File: src/rtl/cpu_pkg.sv
// Shared CPU definitions: opcode map, instruction field positions, widths and
// the fetch-unit state encoding.
package cpu_pkg;

    localparam int INSTR_W = 16;
    localparam int ADDR_W  = 16;

    localparam int OPC_HI = 15;
    localparam int OPC_LO = 12;

    localparam logic [3:0] OP_ADD  = 4'd0;
    localparam logic [3:0] OP_SUB  = 4'd1;
    localparam logic [3:0] OP_ADDI = 4'd2;
    localparam logic [3:0] OP_SLT  = 4'd3;
    localparam logic [3:0] OP_BEQ  = 4'd4;
    localparam logic [3:0] OP_LW   = 4'd5;
    localparam logic [3:0] OP_SW   = 4'd6;
    localparam logic [3:0] OP_J    = 4'd7;
    localparam logic [3:0] OP_SLL  = 4'd8;
    localparam logic [3:0] OP_BNE  = 4'd9;
    localparam logic [3:0] OP_SRA  = 4'd10;
    localparam logic [3:0] OP_JAL  = 4'd11;
    localparam logic [3:0] OP_AND  = 4'd12;
    localparam logic [3:0] OP_OR   = 4'd13;
    localparam logic [3:0] OP_SRL  = 4'd14;
    localparam logic [3:0] OP_JR   = 4'd15;

    typedef enum logic [1:0] {
        IDLE  = 2'd0,
        FETCH = 2'd1,
        VALID = 2'd2
    } ifu_state_t;

    function automatic logic [3:0] opcode_of(input logic [INSTR_W-1:0] instr);
        return instr[OPC_HI:OPC_LO];
    endfunction

endpackage

File: src/rtl/instr_fetch_unit_if.sv
// Bundles the instruction-memory read port and the opcode handshake toward the
// control unit; master is the fetch unit, slave is memory plus control unit.
interface instr_fetch_unit_if;
    import cpu_pkg::*;

    logic [ADDR_W-1:0]  mem_addr;
    logic               mem_rd_req;
    logic               mem_rd_ack;
    logic [INSTR_W-1:0] mem_rd_data;
    logic [INSTR_W-1:0] ir;
    logic [3:0]         Opcode;
    logic [ADDR_W-1:0]  instr_pc;
    logic               instr_valid;
    logic               instr_ready;
    logic               pc_load;
    logic [ADDR_W-1:0]  pc_load_value;
    logic               fetch_err;

    modport master (
        output mem_addr, mem_rd_req,
        input  mem_rd_ack, mem_rd_data,
        output ir, Opcode, instr_pc, instr_valid,
        input  instr_ready, pc_load, pc_load_value,
        output fetch_err
    );

    modport slave (
        input  mem_addr, mem_rd_req,
        output mem_rd_ack, mem_rd_data,
        input  ir, Opcode, instr_pc, instr_valid,
        output instr_ready, pc_load, pc_load_value,
        input  fetch_err
    );

endinterface

File: src/rtl/instr_fetch_unit.sv
// Instruction fetch unit: PC, instruction register and IDLE/FETCH/VALID FSM.
// Optional fetch watchdog enabled by defining IFU_FETCH_TIMEOUT_EN.
module instr_fetch_unit
    import cpu_pkg::*;
#(
    parameter logic [ADDR_W-1:0] RESET_PC = 16'h0000,
    parameter logic [ADDR_W-1:0] PC_INC   = 16'd2
`ifdef IFU_FETCH_TIMEOUT_EN
    ,
    parameter int unsigned TIMEOUT_CYCLES = 15
`endif
) (
    input  logic CLK,
    input  logic Reset,
    instr_fetch_unit_if.master bus
);

    ifu_state_t         state, state_next;
    logic [ADDR_W-1:0]  pc, pc_next;
    logic [INSTR_W-1:0] ir_q, ir_next;
    logic [ADDR_W-1:0]  instr_pc_q, instr_pc_next;
    logic               timeout_hit;
    logic               halted;

`ifdef IFU_FETCH_TIMEOUT_EN
    logic [3:0] wait_cnt;
    logic       err_q;

    // The final no-ack FETCH cycle trips the watchdog; an ack in that cycle wins.
    assign timeout_hit = (state == FETCH) && !bus.mem_rd_ack &&
                         (wait_cnt == 4'(TIMEOUT_CYCLES - 1));
    assign halted      = err_q;

    always_ff @(posedge CLK) begin
        if (Reset) begin
            wait_cnt <= 4'd0;
            err_q    <= 1'b0;
        end else begin
            if (state != FETCH) begin
                wait_cnt <= 4'd0;
            end else if (!bus.mem_rd_ack) begin
                wait_cnt <= wait_cnt + 4'd1;
            end
            if (timeout_hit) begin
                err_q <= 1'b1;
            end
        end
    end
`else
    assign timeout_hit = 1'b0;
    assign halted      = 1'b0;
`endif

    always_ff @(posedge CLK) begin
        if (Reset) begin
            state      <= IDLE;
            pc         <= RESET_PC;
            ir_q       <= '0;
            instr_pc_q <= '0;
        end else begin
            state      <= state_next;
            pc         <= pc_next;
            ir_q       <= ir_next;
            instr_pc_q <= instr_pc_next;
        end
    end

    always_comb begin
        state_next    = state;
        pc_next       = pc;
        ir_next       = ir_q;
        instr_pc_next = instr_pc_q;
        case (state)
            IDLE: begin
                if (!halted) begin
                    state_next = FETCH;
                end
            end
            FETCH: begin
                if (bus.mem_rd_ack) begin
                    ir_next       = bus.mem_rd_data;
                    instr_pc_next = pc;
                    pc_next       = pc + PC_INC;
                    state_next    = VALID;
                end else if (timeout_hit) begin
                    state_next = IDLE;
                end
            end
            VALID: begin
                // Redirects are only honoured when the instruction is consumed.
                if (bus.instr_ready) begin
                    if (bus.pc_load) begin
                        pc_next = bus.pc_load_value;
                    end
                    state_next = FETCH;
                end
            end
            default: state_next = IDLE;
        endcase
    end

    assign bus.mem_addr    = pc;
    assign bus.mem_rd_req  = (state == FETCH);
    assign bus.instr_valid = (state == VALID);
    assign bus.ir          = ir_q;
    assign bus.Opcode      = opcode_of(ir_q);
    assign bus.instr_pc    = instr_pc_q;
    assign bus.fetch_err   = halted;

endmodule

File: src/flat_wrapper.sv
// flat-port wrapper written by rule: the top's interface ports become plain ports
module instr_fetch_unit_flat import cpu_pkg::*;
#(
    parameter logic [ADDR_W-1:0] RESET_PC = 16'h0000,
    parameter logic [ADDR_W-1:0] PC_INC   = 16'd2

)
  (CLK, Reset, bus_mem_addr, bus_mem_rd_req, bus_mem_rd_ack, bus_mem_rd_data, bus_ir, bus_Opcode, bus_instr_pc, bus_instr_valid, bus_instr_ready, bus_pc_load, bus_pc_load_value, bus_fetch_err);
  instr_fetch_unit_if bus_i ();
  input  logic CLK;
  input  logic Reset;
  output wire logic [$bits(bus_i.mem_addr)-1:0] bus_mem_addr;
  output wire logic [$bits(bus_i.mem_rd_req)-1:0] bus_mem_rd_req;
  input wire logic [$bits(bus_i.mem_rd_ack)-1:0] bus_mem_rd_ack;
  input wire logic [$bits(bus_i.mem_rd_data)-1:0] bus_mem_rd_data;
  output wire logic [$bits(bus_i.ir)-1:0] bus_ir;
  output wire logic [$bits(bus_i.Opcode)-1:0] bus_Opcode;
  output wire logic [$bits(bus_i.instr_pc)-1:0] bus_instr_pc;
  output wire logic [$bits(bus_i.instr_valid)-1:0] bus_instr_valid;
  input wire logic [$bits(bus_i.instr_ready)-1:0] bus_instr_ready;
  input wire logic [$bits(bus_i.pc_load)-1:0] bus_pc_load;
  input wire logic [$bits(bus_i.pc_load_value)-1:0] bus_pc_load_value;
  output wire logic [$bits(bus_i.fetch_err)-1:0] bus_fetch_err;
  assign bus_mem_addr = bus_i.mem_addr;
  assign bus_mem_rd_req = bus_i.mem_rd_req;
  assign bus_i.mem_rd_ack = bus_mem_rd_ack;
  assign bus_i.mem_rd_data = bus_mem_rd_data;
  assign bus_ir = bus_i.ir;
  assign bus_Opcode = bus_i.Opcode;
  assign bus_instr_pc = bus_i.instr_pc;
  assign bus_instr_valid = bus_i.instr_valid;
  assign bus_i.instr_ready = bus_instr_ready;
  assign bus_i.pc_load = bus_pc_load;
  assign bus_i.pc_load_value = bus_pc_load_value;
  assign bus_fetch_err = bus_i.fetch_err;
  instr_fetch_unit #(.RESET_PC(RESET_PC), .PC_INC(PC_INC)) u_core (.CLK(CLK), .Reset(Reset), .bus(bus_i));
endmodule
File: config.mk
export PLATFORM = sky130hd
export DESIGN_NAME = instr_fetch_unit_flat
export DESIGN_NICKNAME = d
export VERILOG_FILES = /design/src/rtl/cpu_pkg.sv /design/src/rtl/instr_fetch_unit_if.sv /design/src/rtl/instr_fetch_unit.sv /design/src/flat_wrapper.sv
export SDC_FILE = /design/constraint.sdc
export NUM_CORES = 1
export LEC_CHECK = 0
export ABC_CLOCK_PERIOD_IN_PS = 4340
export CAP_MARGIN = 20
export CORE_ASPECT_RATIO = 0.75
export CORE_MARGIN = 2
export CORE_UTILIZATION = 46
export DETAILED_ROUTE_END_ITERATION = 10
export PLACE_DENSITY = 0.85
export SLEW_MARGIN = 5
export SYNTH_ARGS = -nofsm -noshare
export SYNTH_HDL_FRONTEND = slang
export SYNTH_SLANG_ARGS = --single-unit
export TNS_END_PERCENT = 50
File: constraint.sdc
create_clock -name CLK -period 4.34 [get_ports CLK]
set_clock_uncertainty 0.15 [all_clocks]
set_input_delay 1.085 -clock CLK [delete_from_list [all_inputs] [get_ports CLK]]
set_output_delay 1.085 -clock CLK [all_outputs]
set_load 0.02 [all_outputs]
==> results of run 1 <==
==> state kept, by name (all words and copies together) (netlist names) <==
name,flops
u_core.state,2
u_core.bus.instr_pc,16
u_core.bus.ir,16
u_core.bus.mem_addr,16
==> layout by cell type (no fill, tap or decap), types with 2 or more instances in the layout <==
cell type and instances:
a21oi_1 46, a22oi_1 3, a31oi_1 5, and2_1 5, buf_4 3, clkbuf_8 6, clkdlybuf4s50_1 89, dfxtp_1 50
inv_1 3, mux2i_1 2, nand2_1 79, nand3_1 7, nand3b_1 2, nand4_2 2, nor2_1 10, nor3_1 7
nor4_1 4, o211ai_1 2, o21ai_0 6, or3_1 2, or4_1 2
==> per-layer routing <==
metal,up-vias,GRT usage (%),wire length [um]
li1,1137,-,-
met1,1063,30.39,2777
met2,95,34.25,2762
met3,8,6.879,433
met4,0,5.754,76
met5,-,0,0
==> power breakdown <==
group / internal [uW] / switching (uW) / leakage [uW]
logic: 76.0 / 80.3 / 0.000623
clock network: 185 / 152 / 0.0000573
registers: 474 / 16.4 / 0.000406
total: 735 / 249 / 0.00109
==> stage by stage <==
| step | setup slack [ns] | instance area [um2] | instances | util [%] | total power (uW) |
|---|---|---|---|---|---|
| after global routing | 0.9890 | 3214 | 421 | 66.73 | 1022 |
| after detailed placement | 1.330 | 3102 | 414 | 64.39 | 656.9 |
| after floorplan | 2.201 | 2256 | 288 | - | 579.6 |
| after global placement | 1.364 | 3102 | 414 | 64.39 | 653.6 |
| final | 1.078 | 3214 | 421 | 66.73 | 983.3 |
| after CTS | 1.084 | 3214 | 421 | 66.73 | 987.6 |
==> worst max-delay path by stage <==
stage,slack (ns),endpoint,depth (start not counted),from
after floorplan,2.20,u_core.bus.mem_addr[6],6,bus_mem_rd_ack
after global placement,1.36,u_core.bus.mem_addr[5],5,bus_instr_ready
after detailed placement,1.33,u_core.bus.mem_addr[5],5,bus_instr_ready
after CTS,1.08,bus_instr_valid,3,u_core.state[0]
after global routing,0.99,bus_instr_valid,3,u_core.state[0]
final,1.08,bus_instr_valid,3,u_core.state[0]
==> logic make-up after synthesis <==
family	after synthesis	share of synthesized area, %
compound gates	76	20.47
fa+ha+maj	1	0.5545
buf+inv	31	7.210
flops	50	44.37
mux	2	0.8874
other cells	1	0.1662
simple gates	127	26.34
==> cells in the mapped netlist (all sizes together), types with 2 or more instances <==
master,n
nand4,2
a22oi,3
inv,4
or4,2
a31oi,5
or3,2
nor3,7
o21ai,7
o31ai,2
nand2,79
buf,19
nand3,8
nor4,5
nor2,10
a21oi,46
dfxtp,50
mux2i,2
nand3b,2
clkbuf,8
and2,5
o211ai,2
o41ai,2
==> cell type report <==
| cell class | instances | area [um2] |
|---|---|---|
| Fill cell | 398 | 1603 |
| Inverter | 4 | 15.01 |
| Clock buffer | 6 | 82.58 |
| Clock inverter | 1 | 30.03 |
| Sequential cell | 50 | 1001 |
| Tap cell | 60 | 75.07 |
| Multi-Input combinational cell | 207 | 1092 |
| Timing Repair Buffer | 93 | 918.4 |
==> worst register-to-register path: stages (launching register included) <==
cell and delay [ns]:
dfxtp_1 0.43, nand2b_2 0.37, inv_2 0.22, nor3_1 0.36, a32oi_1 0.16, o31ai_1 0.23
==> results.json, run 1 <==
{
  "hp-class": "register to register",
  "antenna_found_initial": 0,
  "wire_per_inst_um": 14.37,
  "async_flop_share_pct": 0,
  "synth.area.top_cells": "dfxtp_1, nand2_1, a21oi_1",
  "io_pins": 92,
  "synthCells": 288,
  "ys_seq_elements": 50,
  "antennaDiodeCount": 0,
  "synth_nets": 326,
  "powerDensity_nw_per_um2": 305.9,
  "yosys.area.top_type": "dfxtp_1",
  "drtPass1Iterations": 4,
  "die_h_um": 64.65,
  "cp.arrival_ns": 2.03,
  "cpPeakStageDelay_ns": 0.67,
  "cts_made_buffers": 5,
  "tightest_slew_ns": 0.9190,
  "die-area_um2": 5486,
  "area_growth_pct": 42.48,
  "hold_ws_ns": 0.3081,
  "required_ns": 3.11,
  "synth_area_um2": 2256,
  "track_usage_pct": 22.24,
  "antenna_left": 0,
  "clk_latency_ns": 0.31,
  "critical_path.max_fanout": 18,
  "r2r-end": "u_core.bus.mem_addr[9]",
  "finalSetupTns_ns": 0,
  "worstRegToRegCells": 5,
  "first_iter_violations": 152,
  "yosys_warnings": 0,
  "peakVddDrop_v": 0.0001673,
  "finalHoldViolations": 0,
  "cts_resized": 0,
  "cts_htree_levels": 2,
  "fin_crit_sh_pct": 75.16,
  "critPathLaunchType": "register",
  "crit_buf_inv": 2,
  "wl_um": 6050,
  "coreArea_um2": 4817,
  "dr_total_vias": 2303,
  "ys_seq_area_share_pct": 44.37,
  "route.detailed.drc": 0,
  "grt_pass1_vias": 2101,
  "post_cts_buffers": 0,
  "synth_cell_types": 47,
  "hold_end": "u_core.bus.instr_pc[0]",
  "crit_family": "buffers and inverters",
  "hold_path_depth": 2,
  "rsz0062_at_grt": "false",
  "viasPerCell": 5.470,
  "relSlewSlack_pct": 38.73,
  "grt_max_degree": 52,
  "yosys.area.top_type_share_pct": 44.37,
  "crit_type": "register to output pin",
  "end_kind": "output pin",
  "nNetsFinal": 399,
  "clk_pin_slew_ns": 0.08,
  "fmax_ghz": 0.3066,
  "numPortBuffers": 90,
  "initial_core_util_pct": 46.83,
  "synth-edff-count": 0,
  "ctsHoldBuffers": 0,
  "min_period_ns": 3.262,
  "reg2reg_setup_slack_ns": 2.33,
  "grt_first_pass_wirelength_um": 9970,
  "crit_chain": "nand2b_2, inv_2, clkdlybuf4s50_1",
  "drive_above_1_share_pct": 5.817,
  "status": "finished clean",
  "drv_slew": 0,
  "place_hpwl_um": 4151,
  "p_leak_uw": 0.001085,
  "cp_slowest_cell": "clkdlybuf4s50_1",
  "clock-sinks": 50,
  "max-clock-path-buffers": 2,
  "maxCapViolCount": 0,
  "gp_congestion": 0.8605,
  "setup_viol": 0,
  "ys.flop_type": "dfxtp_1",
  "grt_remaining_overflow": 0,
  "hp-start": "u_core.bus.instr_pc[0]",
  "rows": 22,
  "cts_tree": "yes",
  "r2r_start": "u_core.state[0]",
  "fp.dieW_um": 84.87,
  "syn_area_per_cell_um2": 7.833,
  "clockRootBuffer": "clkbuf_8"
}
No activity file was read; power rests on OpenSTA's default activity.
==> inputs of run 2 (changes only) <==
--- a/config.mk
+++ b/config.mk
@@ -5,13 +5,13 @@
 export SDC_FILE = /design/constraint.sdc
 export NUM_CORES = 1
 export LEC_CHECK = 0
-export ABC_CLOCK_PERIOD_IN_PS = 4340
+export ABC_CLOCK_PERIOD_IN_PS = 3300
 export CAP_MARGIN = 20
 export CORE_ASPECT_RATIO = 0.75
 export CORE_MARGIN = 2
-export CORE_UTILIZATION = 46
+export CORE_UTILIZATION = 43
 export DETAILED_ROUTE_END_ITERATION = 10
-export PLACE_DENSITY = 0.85
+export PLACE_DENSITY = 0.8
 export SLEW_MARGIN = 5
 export SYNTH_ARGS = -nofsm -noshare
 export SYNTH_HDL_FRONTEND = slang
==> constraint.sdc (replaced) <==
create_clock -name CLK -period 3.3 [get_ports CLK]
set_clock_uncertainty 0.15 [all_clocks]
set_input_delay 0.825 -clock CLK [delete_from_list [all_inputs] [get_ports CLK]]
set_output_delay 0.825 -clock CLK [all_outputs]
set_load 0.02 [all_outputs]
==> run 2 against run 1 <==
Sequential share of layout area is 0.36 points lower. Count of clock-buffer cells in the layout stayed put. Hold slack worse by 0.0030 ns. Combinational power is 32% higher. Power is 30% higher. Critical path type unchanged. Largest power group unchanged.
==> results.json, run 2 (synthesis results as in run 1) <==
{
  "finalHoldViolations": 0,
  "hp-class": "register to register",
  "fmax_ghz": 0.3351,
  "reg2reg_setup_slack_ns": 1.31,
  "p_leak_uw": 0.001099,
  "fp.dieW_um": 87.64,
  "gp_congestion": 0.8800,
  "r2r_start": "u_core.state[1]",
  "max-clock-path-buffers": 2,
  "cts_tree": "yes",
  "coreArea_um2": 4982,
  "cts_resized": 0,
  "layout_commonest_cell": "clkdlybuf4s50_1",
  "final_cells": 436,
  "cp_slowest_cell": "clkdlybuf4s50_1",
  "antenna_left": 0,
  "drv_slew": 0,
  "worstSetupEndpoint": "bus_instr_valid",
  "peakVddDrop_v": 0.0002990,
  "maxCapViolCount": 0,
  "nNetsFinal": 402,
  "drive_above_1_share_pct": 6.593,
  "fin_crit_sh_pct": 90.44,
  "wl_um": 5856,
  "cts_htree_levels": 2,
  "numPortBuffers": 90,
  "crit_type": "register to output pin",
  "io_pins": 92,
  "post_cts_buffers": 0,
  "crit_chain": "nand2b_2, inv_2, clkdlybuf4s50_1",
  "track_usage_pct": 20.69,
  "grt_first_pass_wirelength_um": 9459,
  "hold_ws_ns": 0.3051,
  "antennaDiodeCount": 0,
  "powerDensity_nw_per_um2": 394.6,
  "status": "finished clean",
  "grt_max_degree": 30,
  "area_growth_pct": 44.15,
  "critical_path.max_fanout": 18,
  "first_iter_violations": 132,
  "required_ns": 2.32,
  "fillers": 441,
  "relSlewSlack_pct": 51.11,
  "setup_viol": 0,
  "p_total_uw": 1283,
  "antenna_found_initial": 0,
  "viasPerCell": 5.216,
  "ctsHoldBuffers": 0,
  "place_hpwl_um": 4118,
  "end_kind": "output pin",
  "min_period_ns": 2.985,
  "grt_pass1_vias": 2037,
  "clk_pin_slew_ns": 0.08,
  "layout_common_cells": "clkdlybuf4s50_1, nand2_1, dfxtp_1",
  "cp.depth": 3,
  "wire_per_inst_um": 13.43,
  "placed_cells": 429,
  "crit_family": "buffers and inverters",
  "critPathLaunchType": "register",
  "initial_core_util_pct": 45.28,
  "finalSetupTns_ns": 0,
  "tightest_slew_ns": 0.7306,
  "cp.arrival_ns": 2.01,
  "grt_remaining_overflow": 0,
  "r2r-end": "u_core.bus.mem_addr[5]",
  "dr_total_vias": 2274,
  "clockRootBuffer": "clkbuf_8",
  "worstRegToRegCells": 4,
  "rows": 22,
  "die-area_um2": 5847,
  "crit_buf_inv": 2,
  "cpPeakStageDelay_ns": 0.66,
  "route.detailed.drc": 0,
  "rsz0062_at_grt": "false",
  "die_h_um": 66.73,
  "drtPass1Iterations": 4,
  "timing.critical_path.from": "u_core.state[0]",
  "clk_latency_ns": 0.30,
  "utilization_pct": 65.27,
  "cts_made_buffers": 5,
  "clock-sinks": 50
}
## run 2: cell types whose count changed in the layout (fill, tap and decap cells not counted)
cell,change
buf_4,+3
## run 2: layer usage
| metal | global-route usage [%] | vias up | part of all wire, % |
|---|---|---|---|
| li1 | - | 1136 | - |
| met1 | 28.64 | 1044 | 46 |
| met2 | 31.34 | 89 | 44 |
| met3 | 6.072 | 5 | 8.4 |
| met4 | 5.577 | 0 | 0.75 |
| met5 | 0 | - | 0 |
## run 2: layout make-up
class | count | area [um2] | area share, %
inverters | 4 | 15.01 | 0.4617
multi-input cells | 207 | 1092 | 33.59
repair buffers | 96 | 940.9 | 28.93
well taps | 72 | 90.09 | 2.770
flip-flops and latches | 50 | 1001 | 30.78
clock buffers | 6 | 82.58 | 2.539
clock inverters | 1 | 30.03 | 0.9234
## run 2: where the power goes
part | switching (uW) | internal (uW) | total, uW
combinational | 104 | 102 | 206
clock | 191 | 243 | 433
sequential | 20.5 | 623 | 644
total | 315 | 968 | 1280
## run 2: per-stage QoR
step / instance area, um2 / worst slack (ns)
5_1_grt: 3252 / 0.2222
3_3_place_gp: 3139 / 0.5440
2_1_floorplan: 2256 / 1.421
3_5_place_dp: 3139 / 0.4580
6_report: 3252 / 0.3154
4_1_cts: 3252 / 0.3305
## run 2: worst min path at each step
stage	start	end	slack [ns]	cells past startpoint
floorplan	u_core.bus.ir[7]	u_core.bus.ir[7]	0.38	2
global placement	u_core.bus.ir[5]	u_core.bus.ir[5]	0.29	2
detailed placement	u_core.bus.ir[4]	u_core.bus.ir[4]	0.30	2
CTS	u_core.bus.ir[4]	u_core.bus.ir[4]	0.31	2
global route	u_core.bus.ir[6]	u_core.bus.ir[6]	0.33	2
finish	u_core.bus.instr_pc[15]	u_core.bus.instr_pc[15]	0.31	2
## run 2: worst min-delay path: stages, from the launching register on
cell and delay [ns]:
dfxtp_1 0.31, nand2_1 0.05, a21oi_1 0.05
